==> config.mk <==
export PLATFORM = sky130hd
export DESIGN_NAME = branch_ctrl
export DESIGN_NICKNAME = d
export VERILOG_FILES = /design/src/rtl/branch_ctrl.sv
export SDC_FILE = /design/constraint.sdc
export NUM_CORES = 1
export LEC_CHECK = 0
export ABC_CLOCK_PERIOD_IN_PS = 3000
export CAP_MARGIN = 20
export CORE_MARGIN = 10
export CORE_UTILIZATION = 54
export DETAILED_ROUTE_END_ITERATION = 16
export PLACE_DENSITY_LB_ADDON = 0.08
export SLEW_MARGIN = 10
export SYNTH_ARGS = -nofsm -noshare
export SYNTH_HDL_FRONTEND = slang
export SYNTH_SLANG_ARGS = --single-unit
==> constraint.sdc <==
create_clock -name clk -period 3 [get_ports clk]
set_input_delay 0.45 -clock clk [delete_from_list [all_inputs] [get_ports clk]]
set_output_delay 0.45 -clock clk [all_outputs]
set_load 0.01 [all_outputs]
==> src/rtl/branch_ctrl.sv <==
// branch_ctrl: fetch PC owner; decodes B/BR/HLT in ID, resolves branches via cond_true, drives flush/stall_out/halted
module branch_ctrl #(
  parameter logic [15:0] RESET_PC = 16'h0000
) (
  input  logic        clk,
  input  logic        rst,
  input  logic        stall_in,
  input  logic        id_valid,
  input  logic [15:0] id_instr,
  input  logic [15:0] id_pc2,
  input  logic [15:0] br_reg_val,
  input  logic        ex_flag_wr,
  input  logic        cond_true,
  output logic [2:0]  cc_req,
  output logic [15:0] pc,
  output logic        flush,
  output logic        stall_out,
  output logic        halted
);
  typedef enum logic [1:0] {RUN, CC_WAIT, HALT} state_t;
  state_t state;
  logic [15:0] tgt, tgt_q, pc_inc;
  logic [3:0] op;
  logic is_br, is_hlt, hazard, active;
  assign op = id_instr[15:12];
  assign cc_req = id_instr[11:9];
  assign is_br = id_valid && (op == 4'b1100 || op == 4'b1101);
  assign is_hlt = id_valid && op == 4'b1111;
  assign tgt = op[0] ? br_reg_val : id_pc2 + {{6{id_instr[8]}}, id_instr[8:0], 1'b0};
  assign pc_inc = pc + 16'd2;
  assign active = !rst && !stall_in;
  assign hazard = is_br && cc_req != 3'b111 && ex_flag_wr;
  assign stall_out = active && state == RUN && hazard;
  assign flush = active && ((state == RUN && (is_hlt || (is_br && !hazard && cond_true))) ||
                            (state == CC_WAIT && cond_true));
  always_ff @(posedge clk) begin
    if (rst) begin
      state <= RUN;
      pc <= RESET_PC;
      halted <= 1'b0;
      tgt_q <= '0;
    end else if (!stall_in) begin
      if (state == RUN) begin
        if (is_hlt) begin
          state <= HALT;
          halted <= 1'b1;
        end else if (hazard) begin
          state <= CC_WAIT;
          tgt_q <= tgt;
        end else begin
          pc <= (is_br && cond_true) ? tgt : pc_inc;
        end
      end else if (state == CC_WAIT) begin
        pc <= cond_true ? tgt_q : pc_inc;
        state <= RUN;
      end
    end
  end
endmodule

==> flow_summary.rst, run 1 <==
.. list-table::
   :header-rows: 1

   * - Metric
     - Value
   * - Post-synth top flop
     - sky130_fd_sc_hd__dfxtp_1
   * - Worst-path maximum fanout
     - 3
   * - Core ar.
     - 5240 sq um
   * - Count of instances resized after the clock tree is built
     - 0
   * - Met1 track utilization from global routing
     - 0.249
   * - Utilization after layout
     - 0.734
   * - Total detailed-routing wirelength
     - 9300 um
   * - Drt initial violations
     - 324
   * - Num Clock Sinks
     - 35
   * - Met3 Track Usage GR
     - 0.0416
   * - Required time of the critical path
     - 2550 ps
   * - Net count after synthesis
     - 461
   * - Relative max-transition margin
     - 0.645
   * - Arithmetic-cell share of the synthesized area counting full adders, half adders and majority gates
     - 0.0698
   * - Total CTS buffers
     - 5
   * - Crit path arrival time
     - 2470 ps
   * - Area share of the largest cell type after synthesis
     - 0.236
   * - Crit path setup slack, layout
     - 84.9 ps
   * - Worst slack after detailed placement
     - 105 ps
   * - Estimated wirelength of the detail-placed design
     - 7310 um
   * - Count of cell types in the netlist
     - 74
   * - Die Width
     - 94.2 um
   * - Number of warnings printed during yosys synthesis
     - 0
   * - Global-route usage over all layers
     - 0.208
   * - Worst r2r dst
     - pc[11]$_SDFFE_PP0P_
   * - Startpoint-to-endpoint class of the critical path
     - in2out
   * - Max rail drop VDD
     - 0.000264 V
   * - Outcome
     - completed
   * - # H-tree levels
     - 2
   * - Remaining antenna violation count
     - 0
   * - Boundary Pins
     - 76
   * - Fraction of synthesized cell area in xor and xnor cells
     - 0.0412
   * - Total iterations of the first detailed-routing run
     - 5
   * - Initial standard-cell utilization of the core
     - 0.568
   * - Number of enable flip-flop cells after synthesis
     - 0
   * - Root Buffer Master
     - sky130_fd_sc_hd__clkbuf_8
   * - Final hold violation count
     - 0
   * - Comb pwr share
     - 0.337
   * - FF-to-FF path depth
     - 7
   * - Final cell count without fillers
     - 530
   * - Most frequent cells after synthesis
     - 38 x sky130_fd_sc_hd__nor2_1, 35 x sky130_fd_sc_hd__a21oi_1, 35 x sky130_fd_sc_hd__dfxtp_1, 35 x sky130_fd_sc_hd__o21ai_0, 33 x sky130_fd_sc_hd__nand2_1
   * - Post-Syn Area per Cell
     - 7.61 sq um
   * - Remaining Overflow, GRT
     - 0
   * - Cell area after layout
     - 3850 sq um
   * - Sequential area share after synthesis
     - 0.236
   * - Final count of pins violating max slew
     - 0
   * - Initial antenna violation count
     - 0
   * - Startpoint of the most critical register-to-register path
     - pc[1]$_SDFFE_PP0P_
   * - Clock network fraction of design power
     - 0.265
   * - Die Footprint
     - 8880 sq um
   * - Most used routing layer in global routing
     - met2
   * - CTS tree
     - built
   * - Time the final worst path needs with I/O delays and setup
     - 2920 ps
   * - Placer congestion estimate
     - 0.871
   * - Power share of the sequential group
     - 0.397
   * - Worst-Skew Late Latency
     - 290 ps
   * - Final sum of negative setup slack
     - 0 ps
   * - Cell Area, Placed
     - 3760 sq um
   * - Unrepaired setup endpoints after global routing
     - no
   * - Synthesized flop and latch total
     - 35
   * - Cell type with the highest aggregate area in the netlist
     - sky130_fd_sc_hd__dfxtp_1
   * - Buffers added on ports
     - 75
   * - Post-CTS setup repair buffer count
     - 0
   * - Synth Cell Area
     - 2970 sq um
   * - Signed area change from the synthesized netlist to the final layout
     - 29.3%
   * - Number of inserted diodes
     - 0
   * - Hold Path Origin
     - tgt_q[15]$_SDFFE_PP0P_
   * - Setup crit start kind
     - primary input
   * - Vias in the first global route
     - 3111
   * - Fraction of the mapped netlist area in compound gates
     - 0.325
   * - Number of endpoints failing setup at the final stage
     - 0
   * - Avg WL per Cell
     - 17.5 um
   * - Number of violations of the max-capacitance limit
     - 0
   * - Max Buffers Root-to-Sink
     - 2
   * - Maximum number of pins on one net before global-route repair
     - 27
   * - Proportion of layout cells with a drive suffix above 1
     - 0.100
   * - Total number of nets in the final design
     - 529
   * - Post-synthesis share of cell area spent on and, or, nand and nor gates
     - 0.239
   * - First-pass GRT wire length
     - 15200 um
   * - Core Rows
     - 26
   * - Ranking of synthesized cells by area
     - sky130_fd_sc_hd__dfxtp_1 24%, sky130_fd_sc_hd__ha_1 6.3%, sky130_fd_sc_hd__a21oi_1 5.9%
   * - Leak Pwr
     - 1.45 nW
   * - Share of total power consumed by net switching
     - 0.332
   * - Global-route met2 utilization
     - 0.366
   * - Y dimension of the die
     - 94.2 um
   * - Path category of the worst min-delay check
     - reg2reg
   * - Dominant combinational cell family by area after synthesis
     - compound AO/OA/AOI/OAI gates
   * - Slew at the pin closest to its max-slew limit
     - 528 ps
   * - CP Capture Type
     - primary output
   * - Number of vias after detailed routing
     - 3267
   * - Per-cell via count in the routed design
     - 6.16
   * - Most common cell in the netlist
     - sky130_fd_sc_hd__nor2_1
   * - Peak clock frequency supported by timing
     - 0.343 GHz
   * - Placed Cells incl. Taps
     - 522
   * - Share of the clock period used by the worst path after layout
     - 0.972
   * - Cell-internal power
     - 853 uW
   * - CTS Hold Bufs
     - 0
   * - Portion of netlist area occupied by mux cells
     - 0.0273
   * - WHS Path Cells
     - 2
   * - Worst reg2reg setup slack
     - 1010 ps
   * - Worst Hold End
     - tgt_q[15]$_SDFFE_PP0P_
   * - Register clock-pin slew on the reported worst setup and hold paths
     - 70 ps
   * - FFs w/ async S/R, synth
     - 0
   * - Number of DRC violations after detailed routing
     - 0
   * - Power Density
     - 332 nW/um^2
   * - Gate count of the mapped netlist
     - 391
   * - Switching power of the nets
     - 424 uW
   * - Clock tree skew after final layout
     - 10.5 ps
-- power groups by stage --
stage	clock, mW	combinational [mW]	sequential (mW)
global route	0.364	0.472	0.510
finish	0.339	0.431	0.507
CTS	0.337	0.429	0.507
floorplan	0	0.251	0.520
detailed placement	0	0.427	0.517
global placement	0	0.419	0.517
-- registers in the layout, indices dropped and copies added, names as in the netlist --
name and count:
tgt_q 16, halted 1, pc 16, state 2
-- how the worst max path moves through the flow --
stage                       from                endpoint  slack [ps]
floorplan            id_instr[0]  tgt_q[13]$_SDFFE_PP0P_         850
global placement    id_instr[13]               stall_out         110
detailed placement   id_instr[8]     pc[14]$_SDFFE_PP0P_         110
CTS                 id_instr[13]               stall_out         110
global route        id_instr[13]               stall_out           5
finish              id_instr[13]               stall_out          80
-- metrics by stage --
stage,power (mW),hold slack [ps]
global route,1.35,474
floorplan,0.771,429
global placement,0.936,440
CTS,1.27,452
detailed placement,0.944,441
finish,1.28,454
-- per-layer routing --
metal / share of wire / routed length [um] / vias up
li1: - / - / 1595
met1: 0.40 / 3760 / 1506
met3: 0.081 / 756 / 19
met5: 0 / 0 / -
met2: 0.49 / 4590 / 147
met4: 0.021 / 191 / 0
-- kinds of logic (layout without fill, tap and decap cells) --
group	Yosys count	count (layout)
DFF	35	35
buffers and inverters	38	107
and+or+nand+nor	138	138
muxes	8	8
adders and majority gates	16	16
AOI/OAI and AO/OA	142	142
xor gates and xnor gates	14	14
-- critical path: stages --
cell                              delay (ps)
sky130_fd_sc_hd__clkdlybuf4s50_1         430
sky130_fd_sc_hd__and4b_1                 300
sky130_fd_sc_hd__nand3_2                  90
sky130_fd_sc_hd__or3_1                   350
sky130_fd_sc_hd__nor2_1                  250
sky130_fd_sc_hd__clkdlybuf4s50_1         600
-- layout make-up --
type | instances | area (sq um)
clock buffers | 5 | 68.8
clock inverters | 3 | 15.0
fillers | 449 | 1390
inverters | 12 | 45.0
multi-input cells | 318 | 2090
flip-flops and latches | 35 | 701
well taps | 70 | 87.6
repair buffers | 87 | 841
-- layout by cell type, fill, tap and decap left out, types with 3 or more instances in the layout --
| cell | count |
|---|---|
| sky130_fd_sc_hd__nand2_1 | 33 |
| sky130_fd_sc_hd__o211ai_1 | 3 |
| sky130_fd_sc_hd__clkbuf_8 | 5 |
| sky130_fd_sc_hd__nor3_1 | 10 |
| sky130_fd_sc_hd__buf_4 | 12 |
| sky130_fd_sc_hd__clkinv_2 | 3 |
| sky130_fd_sc_hd__a31oi_1 | 10 |
| sky130_fd_sc_hd__xnor2_1 | 10 |
| sky130_fd_sc_hd__clkdlybuf4s50_1 | 75 |
| sky130_fd_sc_hd__a21oi_1 | 35 |
| sky130_fd_sc_hd__o21a_1 | 3 |
| sky130_fd_sc_hd__o31ai_1 | 6 |
| sky130_fd_sc_hd__o21ai_1 | 4 |
| sky130_fd_sc_hd__mux2i_1 | 7 |
| sky130_fd_sc_hd__nand3_1 | 14 |
| sky130_fd_sc_hd__a211oi_1 | 8 |
| sky130_fd_sc_hd__a21o_1 | 6 |
| sky130_fd_sc_hd__and3_1 | 5 |
| sky130_fd_sc_hd__xor2_1 | 4 |
| sky130_fd_sc_hd__and2_1 | 4 |
| sky130_fd_sc_hd__nand4_1 | 9 |
| sky130_fd_sc_hd__inv_1 | 12 |
| sky130_fd_sc_hd__o21ai_0 | 35 |
| sky130_fd_sc_hd__ha_1 | 15 |
| sky130_fd_sc_hd__nor2_1 | 38 |
| sky130_fd_sc_hd__dfxtp_1 | 35 |
| sky130_fd_sc_hd__or3_1 | 6 |
Note: power is estimated with default switching activity, not from simulation.
==> run 2, diff against run 1 <==
CORE_MARGIN = not set   (was 10)
==> flow_summary.rst, run 2 (synthesis results as in run 1) <==
.. list-table::
   :header-rows: 1

   * - Metric
     - Value
   * - Outcome
     - completed
   * - Path category of the worst min-delay check
     - reg2reg
   * - Buffers added on ports
     - 75
   * - CP Capture Type
     - primary output
   * - Global-route usage over all layers
     - 0.311
   * - Number of vias after detailed routing
     - 3279
   * - Initial antenna violation count
     - 0
   * - CTS tree
     - built
   * - Share of the clock period used by the worst path after layout
     - 0.951
   * - Per-cell via count in the routed design
     - 6.19
   * - Maximum number of pins on one net before global-route repair
     - 26
   * - Worst-Skew Late Latency
     - 300 ps
   * - Register clock-pin slew on the reported worst setup and hold paths
     - 70 ps
   * - Core ar.
     - 5200 sq um
   * - Final count of pins violating max slew
     - 0
   * - Estimated wirelength of the detail-placed design
     - 6460 um
   * - Avg WL per Cell
     - 16.3 um
   * - Crit path arrival time
     - 2400 ps
   * - Remaining Overflow, GRT
     - 0
   * - Registers with the most flip-flops
     - pc (16), tgt_q (16), state (2)
   * - Unrepaired setup endpoints after global routing
     - no
   * - Setup crit start kind
     - primary input
   * - Max rail drop VDD
     - 0.000196 V
   * - Root Buffer Master
     - sky130_fd_sc_hd__clkbuf_8
   * - Startpoint-to-endpoint class of the critical path
     - in2out
   * - Remaining antenna violation count
     - 0
   * - Worst slack after detailed placement
     - 140 ps
   * - Boundary Pins
     - 76
   * - Most used cells in the layout excluding fill and tap cells
     - 75 x sky130_fd_sc_hd__clkdlybuf4s50_1, 38 x sky130_fd_sc_hd__nor2_1, 35 x sky130_fd_sc_hd__a21oi_1, 35 x sky130_fd_sc_hd__o21ai_0, 35 x sky130_fd_sc_hd__dfxtp_1
   * - Placer congestion estimate
     - 0.883
   * - CTS Hold Bufs
     - 0
   * - Number of inserted diodes
     - 0
   * - Area used by sequential logic in the layout
     - 701 sq um
   * - Proportion of layout cells with a drive suffix above 1
     - 0.0957
   * - Slew at the pin closest to its max-slew limit
     - 541 ps
   * - Relative max-transition margin
     - 0.638
   * - Final hold violation count
     - 0
   * - Total detailed-routing wirelength
     - 8630 um
   * - Cell area after layout
     - 3840 sq um
   * - Number of violations of the max-capacitance limit
     - 0
   * - Power share of the sequential group
     - 0.395
   * - Share of total power consumed by net switching
     - 0.332
   * - Switching power of the nets
     - 427 uW
   * - Total area of multi-input combinational cells
     - 2090 sq um
   * - Num Clock Sinks
     - 35
   * - Initial standard-cell utilization of the core
     - 0.571
   * - # H-tree levels
     - 2
   * - Cell-internal power
     - 859 uW
   * - Die Footprint
     - 5810 sq um
   * - Clock tree skew after final layout
     - 3.38 ps
   * - Max Buffers Root-to-Sink
     - 2
   * - Total CTS buffers
     - 5
   * - Signed area change from the synthesized netlist to the final layout
     - 29.2%
   * - Number of endpoints failing setup at the final stage
     - 0
   * - Vias in the first global route
     - 2989
   * - Final sum of negative setup slack
     - 0 ps
   * - Most frequent standard cell in the layout excluding fill and tap cells
     - sky130_fd_sc_hd__clkdlybuf4s50_1
   * - Total number of nets in the final design
     - 529
   * - Y dimension of the die
     - 76.2 um
   * - Clock network fraction of design power
     - 0.268
   * - Leak Pwr
     - 1.45 nW
   * - Required time of the critical path
     - 2550 ps
   * - Cell Area, Placed
     - 3760 sq um
   * - Fill cells
     - 458
   * - Peak clock frequency supported by timing
     - 0.350 GHz
   * - Core Rows
     - 26
   * - Count of instances resized after the clock tree is built
     - 0
   * - Post-CTS setup repair buffer count
     - 0
   * - Total iterations of the first detailed-routing run
     - 5
   * - Number of DRC violations after detailed routing
     - 0
   * - Comb pwr share
     - 0.337
   * - Drt initial violations
     - 447
   * - First-pass GRT wire length
     - 14500 um
   * - Power Density
     - 334 nW/um^2
   * - Worst-path maximum fanout
     - 3
   * - Crit path setup slack, layout
     - 147 ps
   * - Die Width
     - 76.2 um
   * - Time the final worst path needs with I/O delays and setup
     - 2850 ps
[run 2: per-layer routing]
layer,vias up,global-route usage,wire length [um]
met1,1513,0.422,3840
met5,-,0,0
li1,1597,-,-
met2,150,0.505,4000
met3,19,0.0359,608
met4,0,0.113,178
[run 2: layout make-up]
cell class | count | share of cell area
multi-input combinational | 318 | 0.543
timing repair buffer | 87 | 0.219
sequential | 35 | 0.182
tap | 70 | 0.0228
clock buffer | 7 | 0.0199
inverter | 12 | 0.0117
clock inverter | 1 | 0.00130
[run 2: worst paths after layout]
check	end	slack, ps	start	cells after the start
min	tgt_q[15]$_SDFFE_PP0P_	480	tgt_q[15]$_SDFFE_PP0P_	2
max	stall_out	150	id_instr[13]	6
min reg2reg	tgt_q[15]$_SDFFE_PP0P_	480	tgt_q[15]$_SDFFE_PP0P_	2
max reg2reg	pc[11]$_SDFFE_PP0P_	920	state[0]$_SDFFE_PP0P_	6
[run 2: per-stage QoR]
stage	utilization	instances	total power [mW]	hold WS (ps)
after floorplan	-	391	0.771	429
after global placement	0.723	522	0.934	438
after detailed placement	0.723	522	0.942	443
after CTS	0.738	530	1.28	472
after global routing	0.738	530	1.35	478
final	0.738	530	1.29	483
[run 2: power groups by stage]
stage	Sequential [mW]	Combinational, mW	Clock, mW
2_1_floorplan	0.520	0.251	0
6_report	0.507	0.433	0.345
3_3_place_gp	0.517	0.417	0
3_5_place_dp	0.517	0.425	0
4_1_cts	0.507	0.427	0.343
5_1_grt	0.511	0.473	0.371
[run 2: critical path, cell delays in order]
cell and delay, ps:
sky130_fd_sc_hd__clkdlybuf4s50_1 420, sky130_fd_sc_hd__and4b_1 300, sky130_fd_sc_hd__nand3_2 90, sky130_fd_sc_hd__or3_1 330, sky130_fd_sc_hd__nor2_1 230, sky130_fd_sc_hd__clkdlybuf4s50_1 580
==> run 3, diff against run 2 <==
REMOVE_ABC_BUFFERS = 1   (was not set)
==> flow_summary.rst, run 3 (synthesis results as in run 1) <==
.. list-table::
   :header-rows: 1

   * - Metric
     - Value
   * - Core Rows
     - 26
   * - Fill cells
     - 432
   * - First-pass GRT wire length
     - 14700 um
   * - CTS tree
     - built
   * - Worst slack after detailed placement
     - 97.1 ps
   * - Cell Area, Placed
     - 3760 sq um
   * - Final count of pins violating max slew
     - 0
   * - Utilization after layout
     - 0.748
   * - Cell area after layout
     - 3890 sq um
   * - Startpoint-to-endpoint class of the critical path
     - in2out
   * - Final hold violation count
     - 0
   * - Total number of nets in the final design
     - 529
   * - Most used cells in the layout excluding fill and tap cells
     - 75 x sky130_fd_sc_hd__clkdlybuf4s50_1, 38 x sky130_fd_sc_hd__nor2_1, 35 x sky130_fd_sc_hd__a21oi_1, 35 x sky130_fd_sc_hd__o21ai_0, 35 x sky130_fd_sc_hd__dfxtp_1
   * - Final sum of negative setup slack
     - 0 ps
   * - Time the final worst path needs with I/O delays and setup
     - 2830 ps
   * - Post-CTS setup repair buffer count
     - 0
   * - Most frequent standard cell in the layout excluding fill and tap cells
     - sky130_fd_sc_hd__clkdlybuf4s50_1
   * - Y dimension of the die
     - 76.2 um
   * - Total detailed-routing wirelength
     - 9130 um
   * - Clock tree skew after final layout
     - 9.45 ps
   * - Register clock-pin slew on the reported worst setup and hold paths
     - 70 ps
   * - Buffers added on ports
     - 75
   * - Setup crit start kind
     - primary input
   * - Number of endpoints failing setup at the final stage
     - 0
   * - Boundary Pins
     - 76
   * - Maximum number of pins on one net before global-route repair
     - 24
   * - Avg WL per Cell
     - 17.2 um
   * - Drt initial violations
     - 173
   * - Crit path setup slack, layout
     - 169 ps
   * - Worst-path maximum fanout
     - 3
   * - Total CTS buffers
     - 5
   * - Number of violations of the max-capacitance limit
     - 0
   * - Leak Pwr
     - 1.47 nW
   * - Registers with the most flip-flops
     - pc (16), tgt_q (16), state (2)
   * - Core ar.
     - 5200 sq um
   * - Crit path arrival time
     - 2380 ps
   * - Num Clock Sinks
     - 35
   * - Global-route usage over all layers
     - 0.314
   * - Die Width
     - 76.2 um
   * - Remaining antenna violation count
     - 0
   * - Proportion of layout cells with a drive suffix above 1
     - 0.0978
   * - Outcome
     - completed
   * - Initial standard-cell utilization of the core
     - 0.571
   * - Placed Cells incl. Taps
     - 522
   * - Switching power of the nets
     - 436 uW
   * - Area used by sequential logic in the layout
     - 701 sq um
   * - Hold Worst Slack
     - 452 ps
   * - Remaining Overflow, GRT
     - 0
   * - Number of inserted diodes
     - 0
   * - Number of vias after detailed routing
     - 3364
   * - Cell-internal power
     - 1.03 mW
   * - Placer congestion estimate
     - 0.923
   * - Peak clock frequency supported by timing
     - 0.353 GHz
   * - Path category of the worst min-delay check
     - reg2reg
   * - Share of total power consumed by net switching
     - 0.298
   * - Die Footprint
     - 5810 sq um
   * - Max rail drop VDD
     - 0.000344 V
   * - Power Total
     - 1.46 mW
   * - Estimated wirelength of the detail-placed design
     - 6630 um
   * - Root Buffer Master
     - sky130_fd_sc_hd__clkbuf_8
   * - Initial antenna violation count
     - 0
   * - Required time of the critical path
     - 2550 ps
   * - # H-tree levels
     - 2
   * - Number of DRC violations after detailed routing
     - 0
   * - Comb pwr share
     - 0.297
   * - Worst-Skew Late Latency
     - 290 ps
   * - Total area of multi-input combinational cells
     - 2090 sq um
   * - Max Buffers Root-to-Sink
     - 2
   * - Unrepaired setup endpoints after global routing
     - no
   * - Share of the clock period used by the worst path after layout
     - 0.944
   * - Slew at the pin closest to its max-slew limit
     - 614 ps
   * - Power share of the sequential group
     - 0.348
   * - Power Density
     - 376 nW/um^2
   * - CP Capture Type
     - primary output
   * - Clock network fraction of design power
     - 0.355
   * - Total iterations of the first detailed-routing run
     - 5
   * - Final cell count without fillers
     - 530
   * - Vias in the first global route
     - 3084
   * - Count of instances resized after the clock tree is built
     - 0
   * - Relative max-transition margin
     - 0.589
   * - Per-cell via count in the routed design
     - 6.35
   * - Signed area change from the synthesized netlist to the final layout
     - 31.0%
   * - CTS Hold Bufs
     - 0
==> run 3: worst max-delay path, cell delays in order <==
cell                              delay, ps
sky130_fd_sc_hd__clkdlybuf4s50_1        430
sky130_fd_sc_hd__and4b_1                310
sky130_fd_sc_hd__nand3_2                130
sky130_fd_sc_hd__or3_1                  340
sky130_fd_sc_hd__nor2_1                 140
sky130_fd_sc_hd__clkdlybuf4s50_1        560
==> run 3: layout make-up <==
cell class              count  share of cell area
clock inverters             2              0.0154
clock buffers               6              0.0186
repair buffers             87               0.216
multi-input cells         318               0.536
flip-flops and latches     35               0.180
inverters                  12              0.0116
well taps                  70              0.0225
==> run 3: path summary, 6_finish.rpt <==
kind	from	depth (start not counted)	slack, ps	end
hold / removal	tgt_q[15]$_SDFFE_PP0P_	2	450	tgt_q[15]$_SDFFE_PP0P_
setup / recovery	id_instr[13]	6	170	stall_out
setup reg to reg	pc[1]$_SDFFE_PP0P_	7	930	pc[11]$_SDFFE_PP0P_
hold reg to reg	tgt_q[15]$_SDFFE_PP0P_	2	450	tgt_q[15]$_SDFFE_PP0P_
==> run 3: power by group through the flow <==
stage               clock network, mW  registers (mW)  logic [mW]
floorplan                           0           0.520       0.228
global placement                    0           0.518       0.419
detailed placement                  0           0.518       0.426
CTS                             0.515           0.508       0.430
global route                    0.534           0.512       0.472
finish                          0.519           0.509       0.435
==> run 3: layer usage <==
metal | global-route usage | share of wire | wire length [um] | vias to the layer above
li1 | - | - | - | 1591
met4 | 0.117 | 0.031 | 279 | 0
met3 | 0.0539 | 0.087 | 791 | 26
met1 | 0.410 | 0.42 | 3860 | 1564
met2 | 0.516 | 0.46 | 4190 | 183
met5 | 0 | 0 | 0 | -
